File: config.mk
export PLATFORM = sky130hd
export DESIGN_NAME = muldiv_ctrl
export DESIGN_NICKNAME = d
export VERILOG_FILES = /design/src/rtl/muldiv_pkg.sv /design/src/rtl/muldiv_step.sv /design/src/rtl/muldiv_ctrl.sv
export SDC_FILE = /design/constraint.sdc
export NUM_CORES = 1
export LEC_CHECK = 0
export ABC_AREA = 1
export CAP_MARGIN = 20
export CELL_PAD_IN_SITES_DETAIL_PLACEMENT = 1
export CELL_PAD_IN_SITES_GLOBAL_PLACEMENT = 1
export CORE_MARGIN = 4
export CORE_UTILIZATION = 31
export CTS_CLUSTER_SIZE = 10
export DETAILED_ROUTE_END_ITERATION = 7
export PLACE_DENSITY = 0.84
export SYNTH_ARGS = -nofsm -noshare
export SYNTH_HDL_FRONTEND = slang
export SYNTH_SLANG_ARGS = --single-unit
export TNS_END_PERCENT = 10
File: constraint.sdc
create_clock -name clk -period 1.65 [get_ports clk]
set_clock_uncertainty 0.15 [all_clocks]
set_input_delay 0.165 -clock clk [delete_from_list [all_inputs] [get_ports clk]]
set_output_delay 0.165 -clock clk [all_outputs]
set_load 0.1 [all_outputs]
File: src/rtl/muldiv_pkg.sv
// Shared definitions for the MULTU/DIVU sequencer: ALU control codes,
// operation codes, FSM state encoding and the last iteration index.
package muldiv_pkg;

  localparam logic [2:0] ALU_ADD = 3'b010;
  localparam logic [2:0] ALU_SUB = 3'b110;

  localparam logic OP_MULTU = 1'b0;
  localparam logic OP_DIVU  = 1'b1;

  localparam logic [4:0] ITER_LAST = 5'd31;

  typedef enum logic [1:0] {
    IDLE = 2'd0,
    RUN  = 2'd1,
    DONE = 2'd2
  } state_t;

endpackage

File: src/rtl/muldiv_step.sv
// One iteration of the MULTU/DIVU sequence. Chooses the ALU operation and
// operands for the current {hi,lo} state and folds the ALU result back
// into the next {hi,lo}. The ALU is external and is not visible here
// beyond its 32-bit result, so the carry and borrow out are rebuilt from
// the operand and result MSBs.
module muldiv_step
  import muldiv_pkg::*;
(
  input  logic        op,
  input  logic [31:0] hi,
  input  logic [31:0] lo,
  input  logic [31:0] opnd,
  input  logic [31:0] alu_result,
  output logic [2:0]  alu_ctl,
  output logic [31:0] alu_a,
  output logic [31:0] alu_b,
  output logic [31:0] hi_nxt,
  output logic [31:0] lo_nxt
);

  // Carry out of a 32-bit add, from the operand and sum MSBs.
  function automatic logic add_carry(input logic a, input logic b, input logic r);
    return (a & b) | ((a | b) & ~r);
  endfunction

  // Borrow out of a 32-bit subtract, from the operand and difference MSBs.
  function automatic logic sub_borrow(input logic a, input logic b, input logic r);
    return (~a & b) | ((~a | b) & r);
  endfunction

  logic [31:0] t;
  logic        m;
  logic        c;
  logic        w;

  // Shift-add for multiply, restoring subtraction for divide.
  always_comb begin
    t       = {hi[30:0], lo[31]};
    m       = hi[31];
    c       = 1'b0;
    w       = 1'b0;
    alu_ctl = ALU_ADD;
    alu_a   = hi;
    alu_b   = opnd;
    hi_nxt  = hi;
    lo_nxt  = lo;
    if (op == OP_DIVU) begin
      alu_ctl = ALU_SUB;
      alu_a   = t;
      w       = sub_borrow(t[31], opnd[31], alu_result[31]);
      // The bit shifted out of hi (m) makes the partial remainder 33 bits,
      // so it always covers the divisor even when the 32-bit subtract borrows.
      if (m | ~w) begin
        hi_nxt = alu_result;
        lo_nxt = {lo[30:0], 1'b1};
      end else begin
        hi_nxt = t;
        lo_nxt = {lo[30:0], 1'b0};
      end
    end else begin
      c = add_carry(hi[31], opnd[31], alu_result[31]);
      if (lo[0]) begin
        {hi_nxt, lo_nxt} = {c, alu_result, lo[31:1]};
      end else begin
        {hi_nxt, lo_nxt} = {1'b0, hi, lo[31:1]};
      end
    end
  end

endmodule

File: src/rtl/muldiv_ctrl.sv
// Iterative MULTU/DIVU sequencer owning HI/LO. Drives the shared ALU once
// per cycle for 32 cycles, raising busy so dependent MFHI/MFLO stall.
// Build option MULDIV_EARLY_OUT_EN: trivial operands (multiply by zero,
// divide by zero) load the final result on the start edge and skip RUN.
module muldiv_ctrl
  import muldiv_pkg::*;
#(
  parameter int ITER = 32
) (
  input  logic        clk,
  input  logic        rst_n,
  input  logic        start,
  input  logic        op,
  input  logic [31:0] src_a,
  input  logic [31:0] src_b,
  input  logic        flush,
  output logic        busy,
  output logic        done,
  output logic [31:0] hi,
  output logic [31:0] lo,
  output logic [2:0]  alu_ctl,
  output logic [31:0] alu_a,
  output logic [31:0] alu_b,
  input  logic [31:0] alu_result
);

  localparam int CNT_W = $clog2(ITER);

  state_t           state;
  logic [CNT_W-1:0] count;
  logic             op_q;
  logic [31:0]      opnd;

  logic [2:0]  step_ctl;
  logic [31:0] step_a;
  logic [31:0] step_b;
  logic [31:0] hi_nxt;
  logic [31:0] lo_nxt;

  logic        trivial;
  logic [31:0] triv_hi;
  logic [31:0] triv_lo;

  muldiv_step u_step (
    .op         (op_q),
    .hi         (hi),
    .lo         (lo),
    .opnd       (opnd),
    .alu_result (alu_result),
    .alu_ctl    (step_ctl),
    .alu_a      (step_a),
    .alu_b      (step_b),
    .hi_nxt     (hi_nxt),
    .lo_nxt     (lo_nxt)
  );

  // ALU is only claimed in RUN; otherwise present a harmless ADD of hi/opnd.
  always_comb begin
    alu_ctl = ALU_ADD;
    alu_a   = hi;
    alu_b   = opnd;
    if (state == RUN) begin
      alu_ctl = step_ctl;
      alu_a   = step_a;
      alu_b   = step_b;
    end
  end

  // Detect operands whose result is known without iterating.
  always_comb begin
    trivial = 1'b0;
    triv_hi = '0;
    triv_lo = '0;
`ifdef MULDIV_EARLY_OUT_EN
    if (op == OP_DIVU) begin
      trivial = (src_b == '0);
      triv_hi = src_a;
      triv_lo = '1;
    end else begin
      trivial = (src_a == '0) || (src_b == '0);
    end
`endif
  end

  // Sequencer FSM, iteration counter and HI/LO/operand registers.
  always_ff @(posedge clk or negedge rst_n) begin
    if (!rst_n) begin
      state <= IDLE;
      busy  <= 1'b0;
      done  <= 1'b0;
      hi    <= '0;
      lo    <= '0;
      count <= '0;
      opnd  <= '0;
      op_q  <= OP_MULTU;
    end else begin
      case (state)
        IDLE: begin
          done <= 1'b0;
          if (start && !flush) begin
            op_q  <= op;
            opnd  <= op ? src_b : src_a;
            count <= '0;
            if (trivial) begin
              hi    <= triv_hi;
              lo    <= triv_lo;
              done  <= 1'b1;
              state <= DONE;
            end else begin
              hi    <= '0;
              lo    <= op ? src_a : src_b;
              busy  <= 1'b1;
              state <= RUN;
            end
          end
        end
        RUN: begin
          if (flush) begin
            busy  <= 1'b0;
            state <= IDLE;
          end else begin
            hi    <= hi_nxt;
            lo    <= lo_nxt;
            count <= count + 1'b1;
            if (count == CNT_W'(ITER_LAST)) begin
              busy  <= 1'b0;
              done  <= 1'b1;
              state <= DONE;
            end
          end
        end
        DONE: begin
          done  <= 1'b0;
          state <= IDLE;
        end
        default: begin
          busy  <= 1'b0;
          done  <= 1'b0;
          state <= IDLE;
        end
      endcase
    end
  end

endmodule

After elaboration in Yosys (flattened, before gate mapping)
Index checks and enable logic that the tools add are counted.
{"block": "op_classes", "addsub": 1, "n_mux": 32, "reduce_logical": 9, "n_eq_ne": 7, "n_bitwise": 13}
{"cell": "32-bit 2-to-1 mux", "n": 13}
{"cell": "32-bit case mux with 2 select lines", "n": 2}
{"cell": "5-bit 2-to-1 mux", "n": 2}
{"cell": "5-bit case mux with 2 select lines", "n": 1}
{"cell": "1-bit 2-to-1 mux", "n": 7}
{"cell": "2-bit 2-to-1 mux", "n": 3}
{"cell": "3-bit 2-to-1 mux", "n": 2}
{"cell": "2-bit AND reduction", "n": 3}
{"cell": "3-bit AND reduction", "n": 2}
{"cell": "5-bit by 1-bit adder with 5-bit output (second input constant)", "n": 1}
{"cell": "5-bit equality test (second input constant)", "n": 1}
{"cell": "1-bit OR", "n": 5}
{"cell": "1-bit AND", "n": 4}
{"cell": "2-bit != test (second input constant)", "n": 2}
{"cell": "1-bit NOT", "n": 4}
{"cell": "2-bit case mux with 2 select lines", "n": 1}
{"cell": "3-bit by 2-bit != test with 1-bit output (second input constant)", "n": 1}
{"cell": "1-bit case mux with 3 select lines", "n": 1}
{"cell": "2-bit by 1-bit equality test with 1-bit output (second input constant)", "n": 1}
{"cell": "2-bit equality test (second input constant)", "n": 1}
{"cell": "2-bit zero test", "n": 1}
{"cell": "2-bit by 1-bit != test with 1-bit output (second input constant)", "n": 1}
{"cell": "2-bit nonzero test", "n": 1}
{"cell": "1-bit logical AND", "n": 1}
{"cell": "1-bit zero test", "n": 1}
{"block": "totals", "input_bits": 101, "out_inout_bits": 133, "ff_bits": 106, "wordCells": 70}

Longest topological paths before layout
{"block": "depth", "word_depth": 10, "depth_mapped": 9, "ltp_nobuf": 8}

By module
A second synthesis with hierarchy kept.
{"block": "unflattened", "cells_unflattened": 1370, "area_unflattened_um2": 8196.6}
{"mod": "muldiv_ctrl", "instances": 1, "seq_area_each_um2": 2652.5, "area_per_inst_um2": 6099.6, "cells_each": 898}
{"mod": "muldiv_step", "instances": 1, "seq_area_each_um2": 0.0, "area_per_inst_um2": 2097.0, "cells_each": 472}

Worst setup path after synthesis
Ideal clock, no wire load.
{"block": "synth_path", "path_type": "register to output", "startpoint": "register hi[31]", "endpoint": "output port alu_a[31]", "t_required_ps": 1335, "path_buffers": 0, "stages_incl_launch_ff": 3, "arrival_time_ps": 3269, "path_slack_ps": -1934, "cell_sequence": "dfrtp_1 -> inv_1 -> o21ai_0"}
{"block": "synth_between", "elab_chain_cells": 2}
{"item": "start, declared", "line_no": "muldiv_ctrl.sv:19", "source": "output logic [31:0] hi,"}
{"item": "start signal, assigned", "line_no": "muldiv_ctrl.sv:105", "source": "hi <= triv_hi;"}
{"item": "start signal, assigned", "line_no": "muldiv_ctrl.sv:122", "source": "hi <= hi_nxt;"}
{"item": "32-bit 2-to-1 mux", "line_no": "muldiv_step.sv:47", "source": "if (op == OP_DIVU) begin"}
{"item": "32-bit 2-to-1 mux (*)", "line_no": "muldiv_ctrl.sv:62", "source": "if (state == RUN) begin"}
{"item": "end, declared", "line_no": "muldiv_ctrl.sv:22", "source": "output logic [31:0] alu_a,"}
Every way passes the cells marked *; elsewhere a longest branch is shown, timed or not.

Worst setup path after layout
{"block": "layout_path", "startpoint": "register state[1]", "endpoint": "output port alu_a[13]"}
{"block": "layout_between", "elab_chain_cells": 2}
{"item": "start, declared", "line_no": "muldiv_ctrl.sv:29", "source": "state_t state;"}
{"item": "start signal, assigned", "line_no": "muldiv_ctrl.sv:88", "source": "state <= IDLE;"}
{"item": "start signal, assigned", "line_no": "muldiv_ctrl.sv:108", "source": "state <= DONE;"}
{"item": "start signal, assigned", "line_no": "muldiv_ctrl.sv:113", "source": "state <= RUN;"}
{"item": "2-bit by 1-bit equality test with 1-bit output", "line_no": "muldiv_ctrl.sv:62"}
{"item": "32-bit 2-to-1 mux", "line_no": "muldiv_ctrl.sv:62"}
No other way between the ends.

==> impl_results.md <==
* Outcome: finished with violations
* Failing checks: negative setup slack
* Period utilisation layout at 1.27
* Clock share of power at 0.104
* CTS root buf: clkbuf_16
* Setup slack at placement at -0.232 ns
* First-pass GRT wire length at roughly 46,000 um
* Clk slew on worst S/H paths at about 0.080 ns
* Seq/Total Area, Yosys at 0.393
* IO buf count at 231
* Leading area contributor after synthesis: dfrtp_1
* Avg Inst Size Synth at around 6.6 um^2
* FMAX at 478 MHz
* Most used cell along the critical path: buf_12
* DR WL/cell at 19.5 um
* IO Count at roughly 230
* DRT Pass-1 Iters at 5
* Post-detailed-route count of antenna-violating nets at 0
* Maxcap violations at 0
* Iter 0 DRT Violations at about 340
* RSZ-0062 raised after global routing: true
* Design internal power at between 9 and 10 mW
* Async set-reset flop share out of synthesis at 1.00
* Post-Syn Nets at about 1,100
* Placement Cell Area at roughly 0.012 mm^2
* Chip height at about 160 um
* Setup TNS at -14.57 ns
* CP Cell Sequence: inv_2 > nand2_4 > nor2_4 > buf_12 > buf_12 > buf_6 > o21ai_4 > buf_12
* Share of layout cells above drive strength 1 at 0.263
* Post-detail-place hpwl at around 21,000 um
* Via density at roughly 5.3
* Post-synth top cells: 285 x nand2_1, 128 x nor2_1, 120 x o21ai_0
* Synthesized cell area at 0.00675 mm^2
* Hold crit path type: in -> reg
* Via Count at ~8,200
* H-Tree Depth at 3
* Storage cell area at ~0.0028 mm^2
* Fin. Hold Viols at 0
* Synth Warn # at 0
* Sequential share of power at 0.208
* Worst skew pair latency at roughly 0.36 ns
* Comb power frac at 0.688
* Final setup viols at 68
* Vias in the first global route at about 8,700
* PwrDens at 1800 mW/mm^2
* Gpl congestion at about 0.86
* Syn Inst Count at around 1,000
* Worst Setup Start Kind: flip-flop
* Routed WL at approximately 30,000 um
* Clk sinks at about 110
* Post-synth top flop: dfrtp_1
* Design Area, Final at 0.0122 mm^2
* Synth area leaders: dfrtp_1 39%, nand2_1 16%, o21ai_0 8.9%
* Worst EP arrival at 1.78 ns
* Pin count of the biggest net entering global routing at 64
* CP max stage cell: dfrtp_1
* Sw Share at 0.550
* Worst ir drop on vdd at 0.705 mV
* Fin util at 0.573
* Core area at 0.0212 mm^2
* Full die area at 0.0242 mm^2
* Clock Path Buffers at 2
* Leak at 5.42 nW
* Number of antenna violations at the first check in global routing at 0
* Slowest cell delay on critical path at roughly 0.41 ns
* Crit. End Element: output pin
* Die width at between 150 and 200 um
* Total track usage at 0.238
* Most common cell in the netlist: nand2_1
* Worst EP required at around 1.3 ns
* CTS Buf Count at 9
* Max-slew violations at 0
* Filler cells at about 2,400
* Crit-path max FO at 8
* Area of the multi-input gates at around 0.004 mm^2
* ANT cells at 0
* Crit path time final at 2.09 ns
* Nets at ~1,400
* Synth cell types at 26
* DRC viols at 0
* Syn-to-layout area delta at 80.0%
* PnR worst setup slack at -0.443 ns
* Worst hold margin at approximately 0.037 ns
* Post-synth EDFFs at 0
* Type of the worst setup path: reg -> out
* Cell Rows at 53
* Remaining Overflow, GRT at 0
* Starting Density at 0.318
* Register bit total from synthesis at 106
* P_sw at 12.1 mW
* CTS tree: yes
* Post-synth top area share at 0.393
[critical path: cells and delay by family, from the launching register on]
family / cells / cell delay, ns
buf+inv: 5 / 0.71
compound gates: 1 / 0.06
simple gates: 2 / 0.24
flops: 1 / 0.41
[power by group through the flow]
| stage | clock, mW | sequential, mW | combinational [mW] |
|---|---|---|---|
| 3_3_place_gp | 0 | 4.50 | 14.5 |
| 3_5_place_dp | 0 | 4.54 | 14.8 |
| 2_1_floorplan | 0 | 8.62 | 4.78 |
| 4_1_cts | 2.33 | 4.53 | 15.0 |
| 5_1_grt | 2.44 | 4.67 | 15.7 |
| 6_report | 2.28 | 4.56 | 15.1 |
[cell type report]
| class | count | area share |
|---|---|---|
| clock buffers | 13 | 0.0206 |
| inverters | 93 | 0.0295 |
| flip-flops and latches | 106 | 0.229 |
| well taps | 275 | 0.0283 |
| multi-input cells | 745 | 0.320 |
| clock inverters | 3 | 0.00391 |
| repair buffers | 306 | 0.369 |
[metrics by stage]
step | instances | power, mW
after CTS | 1540 | 21.9
after global placement | 1517 | 19.0
final | 1541 | 21.9
after detailed placement | 1517 | 19.3
after global routing | 1541 | 22.8
after floorplan | 1023 | 13.4
[cell usage in the layout (no fill, tap or decap), drive strengths merged]
cell type / synthesis / layout
nand2: 287 / 287
buf: 51 / 207
nor2: 131 / 131
o21ai: 121 / 121
dfrtp: 106 / 106
clkdlybuf4s50: 0 / 98
inv: 93 / 94
nand3: 66 / 66
a31oi: 62 / 62
a21oi: 52 / 52
o211ai: 17 / 17
clkbuf: 28 / 13
nor3: 2 / 2
ha: 2 / 2
conb: 2 / 2
nand4: 1 / 1
o22ai: 1 / 1
or2: 1 / 1
clkinv: 0 / 1
bufinv: 0 / 1
dlygate4sd3: 0 / 1
[cells by family after synthesis]
kind of cell	Yosys count	share of synthesized area
and+or+nand+nor	488	0.288
adders and majority gates	2	0.00371
buffers and inverters	172	0.109
other	2	0.00111
DFF	106	0.393
AOI/OAI and AO/OA	253	0.206
[path summary, 6_finish.rpt]
check / start / slack, ns / endpoint / depth (start not counted)
setup / recovery: state[1]$_DFFE_PN0P_ / -0.44 / alu_a[13] / 8
hold / removal: op / 0.04 / opnd[1]$_DFFE_PN0P_ / 3
setup reg to reg: state[1]$_DFFE_PN0P_ / -0.09 / opnd[15]$_DFFE_PN0P_ / 9
hold reg to reg: count[4]$_DFFE_PN0P_ / 0.36 / count[4]$_DFFE_PN0P_ / 2
max in group asynchronous: rst_n / 0.62 / lo[2]$_DFFE_PN0P_ / 3
min in group asynchronous: rst_n / 0.10 / hi[16]$_DFFE_PN0P_ / 2
[state kept, by name, indices dropped and copies added (netlist names)]
| signal | count |
|---|---|
| count | 5 |
| opnd | 32 |
| state | 2 |
| lo | 32 |
| busy | 1 |
| op_q | 1 |
| done | 1 |
| hi | 32 |
[metal layers]
metal / vias up / global-route usage / part of all wire
met5: - / 0 / 0
met4: 0 / 0.0704 / 0.023
met1: 4050 / 0.276 / 0.40
met2: 264 / 0.431 / 0.51
met3: 46 / 0.0632 / 0.069
li1: 3799 / - / -
[repair_timing]
action / CTS / global route
endpoints found under the setup margin: 115 / 133
setup buffers: 4 / 1
gates cloned: 3 / 0
hold buffers: 1 / 0
endpoints found under the hold margin: 106 / 0
pin swaps: 21 / 1
resized for setup: 45 / 27
(Power assumes the default switching activity.)
